$ cat src/rtl/plru_pkg.sv
// Shared types and default geometry for the multi-set tree pseudo-LRU engine.
// Blocks take SET_ASSOC/SET_NUM as parameters and default them from here.
package plru_pkg;

  localparam int PLRU_SET_ASSOC = 4;
  localparam int PLRU_SET_NUM   = 64;
  localparam int PLRU_NODES     = PLRU_SET_ASSOC - 1;
  localparam int PLRU_WAY_W     = $clog2(PLRU_SET_ASSOC);
  localparam int PLRU_SET_W     = $clog2(PLRU_SET_NUM);

  // Tree bits for the default geometry; node 0 is the root, heap ordered.
  typedef logic [PLRU_NODES-1:0] plru_tree_t;

  typedef enum logic {
    SWEEP = 1'b0,
    READY = 1'b1
  } plru_init_state_e;

endpackage

$ cat src/rtl/plru_tree_if.sv
// Update/query bus between the tag-array controller (master) and plru_tree (slave).
interface plru_tree_if import plru_pkg::*; #(
  parameter int SET_ASSOC = PLRU_SET_ASSOC,
  parameter int SET_NUM   = PLRU_SET_NUM
);
  localparam int SET_W = $clog2(SET_NUM);
  localparam int WAY_W = $clog2(SET_ASSOC);

  logic                 init_done;
  logic [SET_W-1:0]     upd_set;
  logic [SET_ASSOC-1:0] upd_access;
  logic                 update;
  logic [SET_W-1:0]     qry_set;
  logic [SET_ASSOC-1:0] qry_valid;
  logic [WAY_W-1:0]     repl_index;

  modport master (
    output upd_set, upd_access, update, qry_set, qry_valid,
    input  init_done, repl_index
  );

  modport slave (
    input  upd_set, upd_access, update, qry_set, qry_valid,
    output init_done, repl_index
  );

endinterface

$ cat src/rtl/plru_tree_update.sv
// Combinational tree update: point every node on the accessed way's path away from it.
// Multi-hot access resolves to the highest set bit; all-zero passes the tree through.
module plru_tree_update import plru_pkg::*; #(
  parameter int SET_ASSOC = PLRU_SET_ASSOC
) (
  input  logic [SET_ASSOC-2:0] tree_i,
  input  logic [SET_ASSOC-1:0] way_i,
  output logic [SET_ASSOC-2:0] tree_o
);
  localparam int LVL = $clog2(SET_ASSOC);

  logic [LVL-1:0] way_idx;
  logic           way_hit;
  logic [LVL-1:0] node;

  always_comb begin
    way_idx = '0;
    way_hit = 1'b0;
    for (int i = 0; i < SET_ASSOC; i++) begin
      if (way_i[i]) begin
        way_idx = LVL'(i);
        way_hit = 1'b1;
      end
    end
  end

  // Level l node on the path is (2^l - 1) + top l bits of the way index.
  always_comb begin
    tree_o = tree_i;
    node   = '0;
    if (way_hit) begin
      for (int l = 0; l < LVL; l++) begin
        node         = LVL'((1 << l) - 1) + LVL'(way_idx >> (LVL - l));
        tree_o[node] = ~way_idx[LVL-1-l];
      end
    end
  end

endmodule

$ cat src/rtl/plru_tree.sv
// Multi-set tree pseudo-LRU with init sweep and invalid-way preference.
// PLRU_FWD_EN: same-set query sees the post-update tree in the update cycle.
module plru_tree import plru_pkg::*; #(
  parameter int SET_ASSOC  = PLRU_SET_ASSOC,
  parameter int SET_NUM    = PLRU_SET_NUM,
  parameter int INIT_SWEEP = 1
) (
  input  logic        clk,
  input  logic        rst,
  plru_tree_if.slave  bus
);
  localparam int NODES = SET_ASSOC - 1;
  localparam int SET_W = $clog2(SET_NUM);
  localparam int WAY_W = $clog2(SET_ASSOC);

  plru_init_state_e state_q, state_d;
  logic [SET_W-1:0] cnt_q, cnt_d;
  logic             sweep_we;
  logic             upd_we;
  logic             init_done;

  logic [NODES-1:0] tree_q [SET_NUM];
  logic [NODES-1:0] upd_tree;
  logic [NODES-1:0] qry_tree;

  assign init_done     = (state_q == READY);
  assign bus.init_done = init_done;
  assign upd_we        = bus.update & init_done & (|bus.upd_access);

  always_comb begin
    state_d  = state_q;
    cnt_d    = cnt_q;
    sweep_we = 1'b0;
    case (state_q)
      SWEEP: begin
        sweep_we = 1'b1;
        cnt_d    = cnt_q + SET_W'(1);
        if (cnt_q == SET_W'(SET_NUM - 1)) begin
          state_d = READY;
        end
      end
      READY: begin
        state_d = READY;
      end
      default: begin
        state_d = SWEEP;
      end
    endcase
  end

  always_ff @(posedge clk) begin
    if (rst) begin
      state_q <= (INIT_SWEEP != 0) ? SWEEP : READY;
      cnt_q   <= '0;
    end else begin
      state_q <= state_d;
      cnt_q   <= cnt_d;
    end
  end

  plru_tree_update #(.SET_ASSOC(SET_ASSOC)) u_upd_wr (
    .tree_i (tree_q[bus.upd_set]),
    .way_i  (bus.upd_access),
    .tree_o (upd_tree)
  );

  // Sweep and update are exclusive: updates only commit once READY.
  always_ff @(posedge clk) begin
    if (rst) begin
      if (INIT_SWEEP == 0) begin
        for (int s = 0; s < SET_NUM; s++) begin
          tree_q[s] <= '0;
        end
      end
    end else if (sweep_we) begin
      tree_q[cnt_q] <= '0;
    end else if (upd_we) begin
      tree_q[bus.upd_set] <= upd_tree;
    end
  end

`ifdef PLRU_FWD_EN
  logic [NODES-1:0] fwd_tree;

  plru_tree_update #(.SET_ASSOC(SET_ASSOC)) u_upd_fwd (
    .tree_i (tree_q[bus.qry_set]),
    .way_i  (bus.upd_access),
    .tree_o (fwd_tree)
  );

  assign qry_tree = (upd_we && (bus.upd_set == bus.qry_set)) ? fwd_tree : tree_q[bus.qry_set];
`else
  assign qry_tree = tree_q[bus.qry_set];
`endif

  logic [WAY_W-1:0] tree_victim;
  logic [WAY_W-1:0] walk_node;
  logic [WAY_W-1:0] inv_idx;
  logic             inv_any;

  // The bits collected along the walk form the leaf's way index, MSB first.
  always_comb begin
    tree_victim = '0;
    walk_node   = '0;
    for (int l = 0; l < WAY_W; l++) begin
      walk_node   = WAY_W'((1 << l) - 1) + tree_victim;
      tree_victim = (tree_victim << 1) | WAY_W'(qry_tree[walk_node]);
    end
  end

  always_comb begin
    inv_idx = '0;
    inv_any = 1'b0;
    for (int i = SET_ASSOC - 1; i >= 0; i--) begin
      if (!bus.qry_valid[i]) begin
        inv_idx = WAY_W'(i);
        inv_any = 1'b1;
      end
    end
  end

  assign bus.repl_index = inv_any ? inv_idx : tree_victim;

endmodule
$ cat src/flat_wrapper.sv
// flat-port wrapper written by rule: the top's interface ports become plain ports
module plru_tree_flat import plru_pkg::*;
#(
  parameter int SET_ASSOC  = PLRU_SET_ASSOC,
  parameter int SET_NUM    = PLRU_SET_NUM,
  parameter int INIT_SWEEP = 1
)
  (clk, rst, bus_upd_set, bus_upd_access, bus_update, bus_qry_set, bus_qry_valid, bus_init_done, bus_repl_index);
  plru_tree_if #(.SET_ASSOC(SET_ASSOC), .SET_NUM(SET_NUM)) bus_i ();
  input  logic clk;
  input  logic rst;
  input wire logic [$bits(bus_i.upd_set)-1:0] bus_upd_set;
  input wire logic [$bits(bus_i.upd_access)-1:0] bus_upd_access;
  input wire logic [$bits(bus_i.update)-1:0] bus_update;
  input wire logic [$bits(bus_i.qry_set)-1:0] bus_qry_set;
  input wire logic [$bits(bus_i.qry_valid)-1:0] bus_qry_valid;
  output wire logic [$bits(bus_i.init_done)-1:0] bus_init_done;
  output wire logic [$bits(bus_i.repl_index)-1:0] bus_repl_index;
  assign bus_i.upd_set = bus_upd_set;
  assign bus_i.upd_access = bus_upd_access;
  assign bus_i.update = bus_update;
  assign bus_i.qry_set = bus_qry_set;
  assign bus_i.qry_valid = bus_qry_valid;
  assign bus_init_done = bus_i.init_done;
  assign bus_repl_index = bus_i.repl_index;
  plru_tree #(.SET_ASSOC(SET_ASSOC), .SET_NUM(SET_NUM), .INIT_SWEEP(INIT_SWEEP)) u_core (.clk(clk), .rst(rst), .bus(bus_i));
endmodule
$ cat config.mk
export PLATFORM = sky130hd
export DESIGN_NAME = plru_tree_flat
export DESIGN_NICKNAME = d
export VERILOG_FILES = /design/src/rtl/plru_pkg.sv /design/src/rtl/plru_tree_if.sv /design/src/rtl/plru_tree_update.sv /design/src/rtl/plru_tree.sv /design/src/flat_wrapper.sv
export SDC_FILE = /design/constraint.sdc
export NUM_CORES = 1
export LEC_CHECK = 0
export CAP_MARGIN = 20
export CORE_ASPECT_RATIO = 1.25
export CORE_UTILIZATION = 45
export DETAILED_ROUTE_END_ITERATION = 10
export PLACE_DENSITY = 0.69
export SYNTH_ARGS = -nofsm -noshare
export SYNTH_HDL_FRONTEND = slang
export SYNTH_SLANG_ARGS = --single-unit
$ cat constraint.sdc
create_clock -name clk -period 7.45 [get_ports clk]
set_clock_uncertainty 0.1 [all_clocks]
set_input_delay 1.8625 -clock clk [delete_from_list [all_inputs] [get_ports clk]]
set_output_delay 1.8625 -clock clk [all_outputs]
set_load 0.02 [all_outputs]
* Word level (Yosys, flattened, before mapping) *
Memory sizes are Yosys's and may differ from the RTL's.
Index checks and enable logic that the tools add are counted.

cells by class
  add/sub/neg operators = 3
  multiply operators = 0
  divide/modulo/power cells = 0
  order comparisons = 3
  equal/unequal tests = 1
  shift operators = 0
  muxes and demuxes = 34
  bitwise gates (word level) = 6
  reductions and logical operators = 3

operators by type and width
  operator                                                                             count
  1-bit 2-to-1 mux                                                                     20
  2-bit 2-to-1 mux                                                                     7
  6-bit by 1-bit adder with 6-bit output, second input constant                        1
  6-bit equality test, second input constant                                           1
  2-bit by 3-bit < comparator with 1-bit output, second input constant                 2
  3-bit 2-to-1 mux                                                                     2
  6-bit 2-to-1 mux                                                                     1
  1-bit by 1-bit adder with 2-bit output, first input constant                         2
  4-bit OR reduction                                                                   1
  3-bit bitwise mux                                                                    1
  1-bit NOT                                                                            3
  3-bit OR reduction                                                                   1
  1-bit AND                                                                            2
  1-bit binary-select mux with 2-bit select                                            1
  1-bit demux with 2-bit select                                                        1
  2-bit by 1-bit greater-or-equal comparator with 1-bit output, second input constant  1
  2-bit by 1-bit bitwise OR with 2-bit output                                          1
  1-bit case mux with 2 select lines                                                   1
  1-bit logical AND                                                                    1

word-level totals
  flip-flop bits (word level) = 7
  latch bits = 0
  bits in writable memories = 192
  memory bits (read-only) = 0
  input port bits = 23
  memories kept = 1

memory list
  name           depth  width  read ports  clocked after memory_dff  write ports  line             text
  u_core.tree_q  64     3      2           0                         1            plru_tree.sv:22  logic [NODES-1:0] tree_q [SET_NUM];

* Depth between registers and ports, before layout *
Gate-level depths: netlist of run 1.

  depth in word-level cells = 11
  mapped depth = 9
  depth with buffers taken out = 6

* By module *
Synthesis of run 1 repeated with hierarchy kept, for this count alone.

second synthesis, totals
  cell total of the unflattened synthesis = 577
  area total of the unflattened synthesis = 9925.8 sq um

modules (own cells, without submodules)
  module            instances  cells an instance  area an instance (sq um)  seq. area each (sq um)
  plru_tree         1          571                9878.2                    5905.7
  plru_tree_update  1          6                  47.5                      0.0

* Least setup slack after synthesis of run 1 *
No wires, ideal clock.

  path kind = input to register
  from = input port rst
  to = memory u_core.tree_q[0][0] in the netlist's numbering, data pin
  arrival = 5.489 ns
  required time = 6.471 ns
  path slack = 0.982 ns
  cell stages on the path = 2
  path buffers = 0
  cell sequence = nand3b_1 -> nor4_1

between the ends
  cells in the longest elaborated chain, start to end = 4

RTL lines
  element                                 line                text
  start: declaration                      flat_wrapper.sv:11  input logic rst;
  1-bit 2-to-1 mux                        plru_tree.sv:69     if (rst) begin
  1-bit 2-to-1 mux (implied by the code)  plru_tree.sv:78     tree_q[bus.upd_set] <= upd_tree;
  3-bit OR reduction (no line)            -
  3-bit 2-to-1 mux (no line)              -
  end: declaration                        plru_tree.sv:22

No other way between the ends.

* Worst setup path in the final report of run 1 *
  from = input port bus_qry_set[4]
  to = output port bus_repl_index[0]

between the ends
  cells in the longest elaborated chain, start to end = 6

RTL lines
  element                                        line                text
  start: declaration                             flat_wrapper.sv:15  input wire logic [$bits(bus_i.qry_set)-1:0] bus_qry_set;
  memory 64 x 3 bit *                            -
  1-bit by 1-bit adder with 2-bit output         plru_tree.sv:106    walk_node = WAY_W'((1 << l) - 1) + tree_victim;
  1-bit binary-select mux with 2-bit select *    plru_tree.sv:107    tree_victim = (tree_victim << 1) | WAY_W'(qry_tree[walk_node]);
  1-bit 2-to-1 mux (implied by the code) *       plru_tree.sv:107
  2-bit by 1-bit bitwise OR with 2-bit output *  plru_tree.sv:107
  2-bit 2-to-1 mux *                             plru_tree.sv:122    assign bus.repl_index = inv_any ? inv_idx : tree_victim;
  end: declaration                               flat_wrapper.sv:18  output wire logic [$bits(bus_i.repl_index)-1:0] bus_repl_index;

Every way passes the cells marked *; elsewhere a longest branch is shown, timed or not. The select of a mux whose other input is x is not followed.

==> results of run 1 <==
-- state kept, by name, summed over array words and instances (netlist names) --
signal,cells
u_core.tree_q,192
u_core.cnt_q,6
u_core.bus.init_done,1
-- tightest hold or removal path: stages, from the launching register on --
cell,delay (ps)
dfxtp_1,360
mux2i_1,140
nor2_1,50
-- synth_stat cells (7+ instances only) --
cell	number	area share
mux2_2	11	0.013
buf_2	10	0.0052
clkbuf_1	10	0.0039
dfxtp_1	7	0.015
a22oi_1	10	0.0079
mux4_1	11	0.030
mux2i_1	17	0.018
nand2b_1	10	0.0066
nand3_1	8	0.0042
o21ai_0	8	0.0042
edfxtp_1	192	0.60
nand2_1	29	0.011
a21oi_1	8	0.0042
mux4_2	66	0.16
nor2_1	85	0.033
-- layer usage --
metal,GRT usage,up-vias
met5,0,-
met4,0.0684,0
met3,0.0430,28
met2,0.365,263
met1,0.290,2932
li1,-,2391
-- metrics by stage --
step                hold WS, ps  utilization  instances  instance area [sq um]  power [mW]
floorplan                   446            -        577                   9540        1.34
global placement            480        0.482        856                  10000        1.38
detailed placement          494        0.482        856                  10000        1.38
CTS                         500        0.511        887                  10600        2.30
global route                534        0.511        887                  10600        2.35
finish                      496        0.511        887                  10600        2.29
-- power groups by stage --
stage / registers [mW] / clock network, mW / logic, mW
3_3_place_gp: 1.24 / 0 / 0.138
3_5_place_dp: 1.24 / 0 / 0.140
5_1_grt: 1.22 / 0.982 / 0.149
6_report: 1.22 / 0.936 / 0.141
2_1_floorplan: 1.24 / 0 / 0.0980
4_1_cts: 1.22 / 0.941 / 0.141
-- cells by family after synthesis --
group           after synthesis  synth area share
fa+ha+maj                     1           0.00131
simple gates                166            0.0794
buf+inv                      38            0.0272
flops                       199             0.619
xor+xnor                      5           0.00459
compound gates               61            0.0459
mux                         107             0.222
-- how the worst min path moves through the flow --
stage,from,end,slack (ps),cells after the start
3_3_place_gp,u_core.cnt_q[1],u_core.cnt_q[1],480,2
2_1_floorplan,u_core.cnt_q[5],u_core.cnt_q[5],450,2
4_1_cts,u_core.cnt_q[1],u_core.cnt_q[1],500,2
6_report,u_core.cnt_q[1],u_core.cnt_q[1],500,2
5_1_grt,u_core.cnt_q[1],u_core.cnt_q[1],530,2
3_5_place_dp,u_core.cnt_q[1],u_core.cnt_q[1],490,2
-- layout make-up --
class,instances,area [sq um],area share
flip-flops and latches,199,5910,0.555
multi-input cells,340,3390,0.319
repair buffers,40,383,0.0360
inverters,3,11.3,0.00106
well taps,274,343,0.0322
clock buffers,17,425,0.0400
clock inverters,14,174,0.0164
==> out/metrics.yaml, run 1 <==
drv_slew: 0
io_buffers: 25
critPathCaptureType: "primary output"
path_common_cell: "clkdlybuf4s50_1"
powerDensity_nw_per_um2: 216
crit_end: "bus_repl_index[0]"
crit_fanout: 22
seq_area_frac_synth: 0.619
wirelength_um: 22400
vdd_ir_drop_max_mv: 0.133
grt_start_max_net_pins: 65
netlist_area_sq_um: 9540
numClockSinks: 199
avgSynthCellArea_sq_um: 16.5
ys_seq_elements: 199
vias: 5614
met1Wirelength_um: 9070
dieWidth_um: 132
fin_crit_sh: 0.897
cp.arrival_ps: 4720
drt_iter0_drc: 656
r2r-end: "u_core.tree_q[57][1]"
layout.nets: 625
reg2reg_depth: 7
maxSlewHeadroom: 0.472
p_int_mw: 1.80
n_antenna_cell: 0
ant_nets: 0
crit_buf_inv: 3
grt_pass1_wl_um: 34300
p_sw_mw: 0.489
worstSetupPathType: "in2out"
status: "complete, no violations"
critPathRequiredTime_ps: 5490
cts_post_setup_buffers_inserted: 0
ios: 26
htreeDepth: 4
cp_cell_sequence: "clkdlybuf4s50_1 > buf_4 > mux4_2 > o221ai_1 > o22ai_1 > a211oi_2 > mux2i_1 > a311oi_1 > clkdlybuf4s50_1"
grt_antenna_before_repair: 0
synth-edff-count: 192
clk_pin_slew_ps: 70
numCtsBuffers: 17
final_cell_mix: "192 x edfxtp_1, 85 x nor2_1, 66 x mux4_2"
rows: 59
fillers: 1696
fp.dieH_um: 165
cp_slowest_cell: "clkdlybuf4s50_1"
fmax_ghz: 0.150
insertion_delay_ps: 440
cpPeakStageDelay_ps: 670
switching_share: 0.214
dp_hpwl_um: 15600
p_clk_frac: 0.408
cp.depth: 9
cts.hold.buffers_added: 0
synth-async-reset-ratio: 0
clockBufferDepth: 2
grt_remaining_overflow: 0
r2r_setup_slack_ps: 4340
timing.final.ws_setup_ps: 766
grt_util_all_layers: 0.218
routedWlPerCell_um: 25.3
rsz0062_at_grt: "no"
final_common_cell: "edfxtp_1"
dr_wl_met2_um: 11500
tightest_slew_ps: 792
yosysUniqueCellTypes: 59
seq_power_share: 0.530
syn_inst: 577
synthesis.nets: 601
routed_via_density: 6.33
r2r-start: "u_core.tree_q[9][1]"
p_leak_nw: 3.72
cts_tree: "built"
place_congestion: 0.881
place_ws_ps: 800
start_util: 0.458
p_comb_frac: 0.061
hold_path_class: "reg2reg"
final_layout_size_suffix_gt1_frac: 0.222
timing.final.crit_period_ps: 6680
maxCapViolCount: 0
drc_errors: 0
setup_viol_count_final: 0
startpoint_type: "input pin"
finalSetupTns_ps: 0
hold_viol: 0
synthFlopType: "edfxtp_1"
wl_met3_um: 1530
grt_pass1_vias: 5638
yosysWarningCount: 0
top_layer: "met4"
core_area_sq_um: 20800
dieArea_sq_um: 21800
ctsResizeCount: 0
syn_to_final_growth_pct: 11.5
cp_top_family: "buffers and inverters"
cts-root-buf: "clkbuf_16"
cp-startpoint: "bus_qry_set[4]"
dr.pass1.iters: 5
Power figures use the tool's default switching activity.
==> inputs of run 2 (changes only) <==
--- a/config.mk
+++ b/config.mk
@@ -9,6 +9,7 @@
 export CORE_ASPECT_RATIO = 1.25
 export CORE_UTILIZATION = 45
+export CTS_CLUSTER_SIZE = 8
 export DETAILED_ROUTE_END_ITERATION = 10
-export PLACE_DENSITY = 0.69
+export PLACE_DENSITY = 0.72
 export SYNTH_ARGS = -nofsm -noshare
 export SYNTH_HDL_FRONTEND = slang
==> constraint.sdc (replaced) <==
create_clock -name clk -period 5.8 [get_ports clk]
set_clock_uncertainty 0.1 [all_clocks]
set_input_delay 1.45 -clock clk [delete_from_list [all_inputs] [get_ports clk]]
set_output_delay 1.45 -clock clk [all_outputs]
set_load 0.005 [all_outputs]
==> out/metrics.yaml, run 2 (synthesized netlist as in run 1, its figures left out) <==
met2_usage: 0.383
core_area_sq_um: 20800
post_dp_cell_area_sq_um: 10100
drv_slew: 0
dp_hpwl_um: 15700
grt_pass1_wl_um: 35100
grt_util_all_layers: 0.221
clockBufferDepth: 2
vias: 5809
critPathRequiredTime_ps: 4250
grt_util_met3: 0.0424
io_buffers: 25
critPathCaptureType: "primary output"
htreeDepth: 4
final_cell_mix: "192 x edfxtp_1, 85 x nor2_1, 66 x mux4_2"
grt_remaining_overflow: 0
maxSlewHeadroom: 0.547
maxCapViolCount: 0
vdd_ir_drop_max_mv: 0.206
hold_path_class: "reg2reg"
syn_to_final_growth_pct: 12.6
place_congestion: 0.894
rows: 59
p_clk_frac: 0.399
gr-max-usage-layer: "met2"
p_leak_nw: 3.79
tightest_slew_ps: 680
seq_power_share: 0.537
grt_pass1_vias: 5897
dieWidth_um: 132
final_common_cell: "edfxtp_1"
final_layout_size_suffix_gt1_frac: 0.240
place_inst: 868
timing.final.ws_setup_ps: 178
regMostFlops: "u_core.tree_q"
fmax_ghz: 0.178
dieArea_sq_um: 21800
dr.pass1.iters: 6
cp.arrival_ps: 4070
numCtsBuffers: 17
drc_errors: 0
startpoint_type: "input pin"
p_int_mw: 2.22
cts-root-buf: "clkbuf_16"
crit_fanout: 18
numClockSinks: 199
start_util: 0.458
ant_nets: 0
p_total_mw: 2.91
p_comb_frac: 0.064
final-instance-count-excl-fill: 900
fin_crit_sh: 0.969
cts.hold.buffers_added: 0
finalSetupTns_ps: 0
switching_share: 0.237
rsz0062_at_grt: "no"
powerDensity_nw_per_um2: 271
routedWlPerCell_um: 25.3
insertion_delay_ps: 440
wirelength_um: 22800
grt_start_max_net_pins: 65
place_ws_ps: 110
setup_viol_count_final: 0
worstSetupPathType: "in2out"
cts_tree: "built"
grt_antenna_before_repair: 0
ios: 26
final_cell_area_sq_um: 10700
status: "complete, no violations"
hold_viol: 0
grtUsageMet1: 0.278
drt_iter0_drc: 703
p_sw_mw: 0.690
routed_via_density: 6.45
n_antenna_cell: 0
layout.nets: 637
timing.final.crit_period_ps: 5620
clk_pin_slew_ps: 70
largest_reg_flops: 192
fp.dieH_um: 165
[run 2: changes by cell type in the layout (fill, tap and decap cells not counted), sizes merged]
cell           delta
buf              +11
clkinvlp          -5
inv               +5
clkinv            +4
bufinv            -3
clkdlybuf4s50     +1
[run 2: per-stage QoR]
| step | util | hold WS, ps |
|---|---|---|
| after global placement | 0.487 | 481 |
| after CTS | 0.515 | 522 |
| after global routing | 0.516 | 554 |
| final | 0.516 | 525 |
| after floorplan | - | 446 |
| after detailed placement | 0.487 | 510 |
[run 2: critical path: stages]
cell and delay [ps]:
clkdlybuf4s50_1 620, buf_6 250, nor2_1 90, a221oi_1 360, o21ai_0 160, nand3_1 100, mux2i_1 80, a311oi_1 370
clkdlybuf4s50_1 580
[run 2: routing by layer]
layer / share of wire / up-vias
met5: 0 / -
met4: 0.031 / 0
met3: 0.080 / 60
met2: 0.51 / 344
met1: 0.38 / 2986
li1: - / 2419
[run 2: worst paths after layout]
path	depth (start not counted)	to	startpoint	slack [ps]
min reg2reg	2	u_core.cnt_q[0]	u_core.cnt_q[0]	520
min	2	u_core.cnt_q[0]	u_core.cnt_q[0]	520
max	9	bus_repl_index[0]	bus_qry_set[4]	180
max reg2reg	7	u_core.tree_q[10][1]	u_core.bus.init_done	2690
[run 2: layout make-up]
type / instances / area [sq um]
flip-flops and latches: 199 / 5910
multi-input cells: 340 / 3410
repair buffers: 52 / 482
fillers: 1685 / 10100
inverters: 3 / 11.3
well taps: 274 / 343
clock buffers: 17 / 425
clock inverters: 15 / 158
[run 2: timing repair]
| item | CTS | global route |
|---|---|---|
| resized for setup | 0 | 3 |
| buffers inserted | 0 | 0 |
| setup endpoints to repair | 0 | 1 |
[run 2: power by group through the flow]
stage | registers, mW | clock network (mW) | logic [mW]
floorplan | 1.59 | 0 | 0.125
global placement | 1.59 | 0 | 0.182
detailed placement | 1.59 | 0 | 0.185
CTS | 1.56 | 1.17 | 0.186
global route | 1.56 | 1.22 | 0.199
finish | 1.56 | 1.16 | 0.187
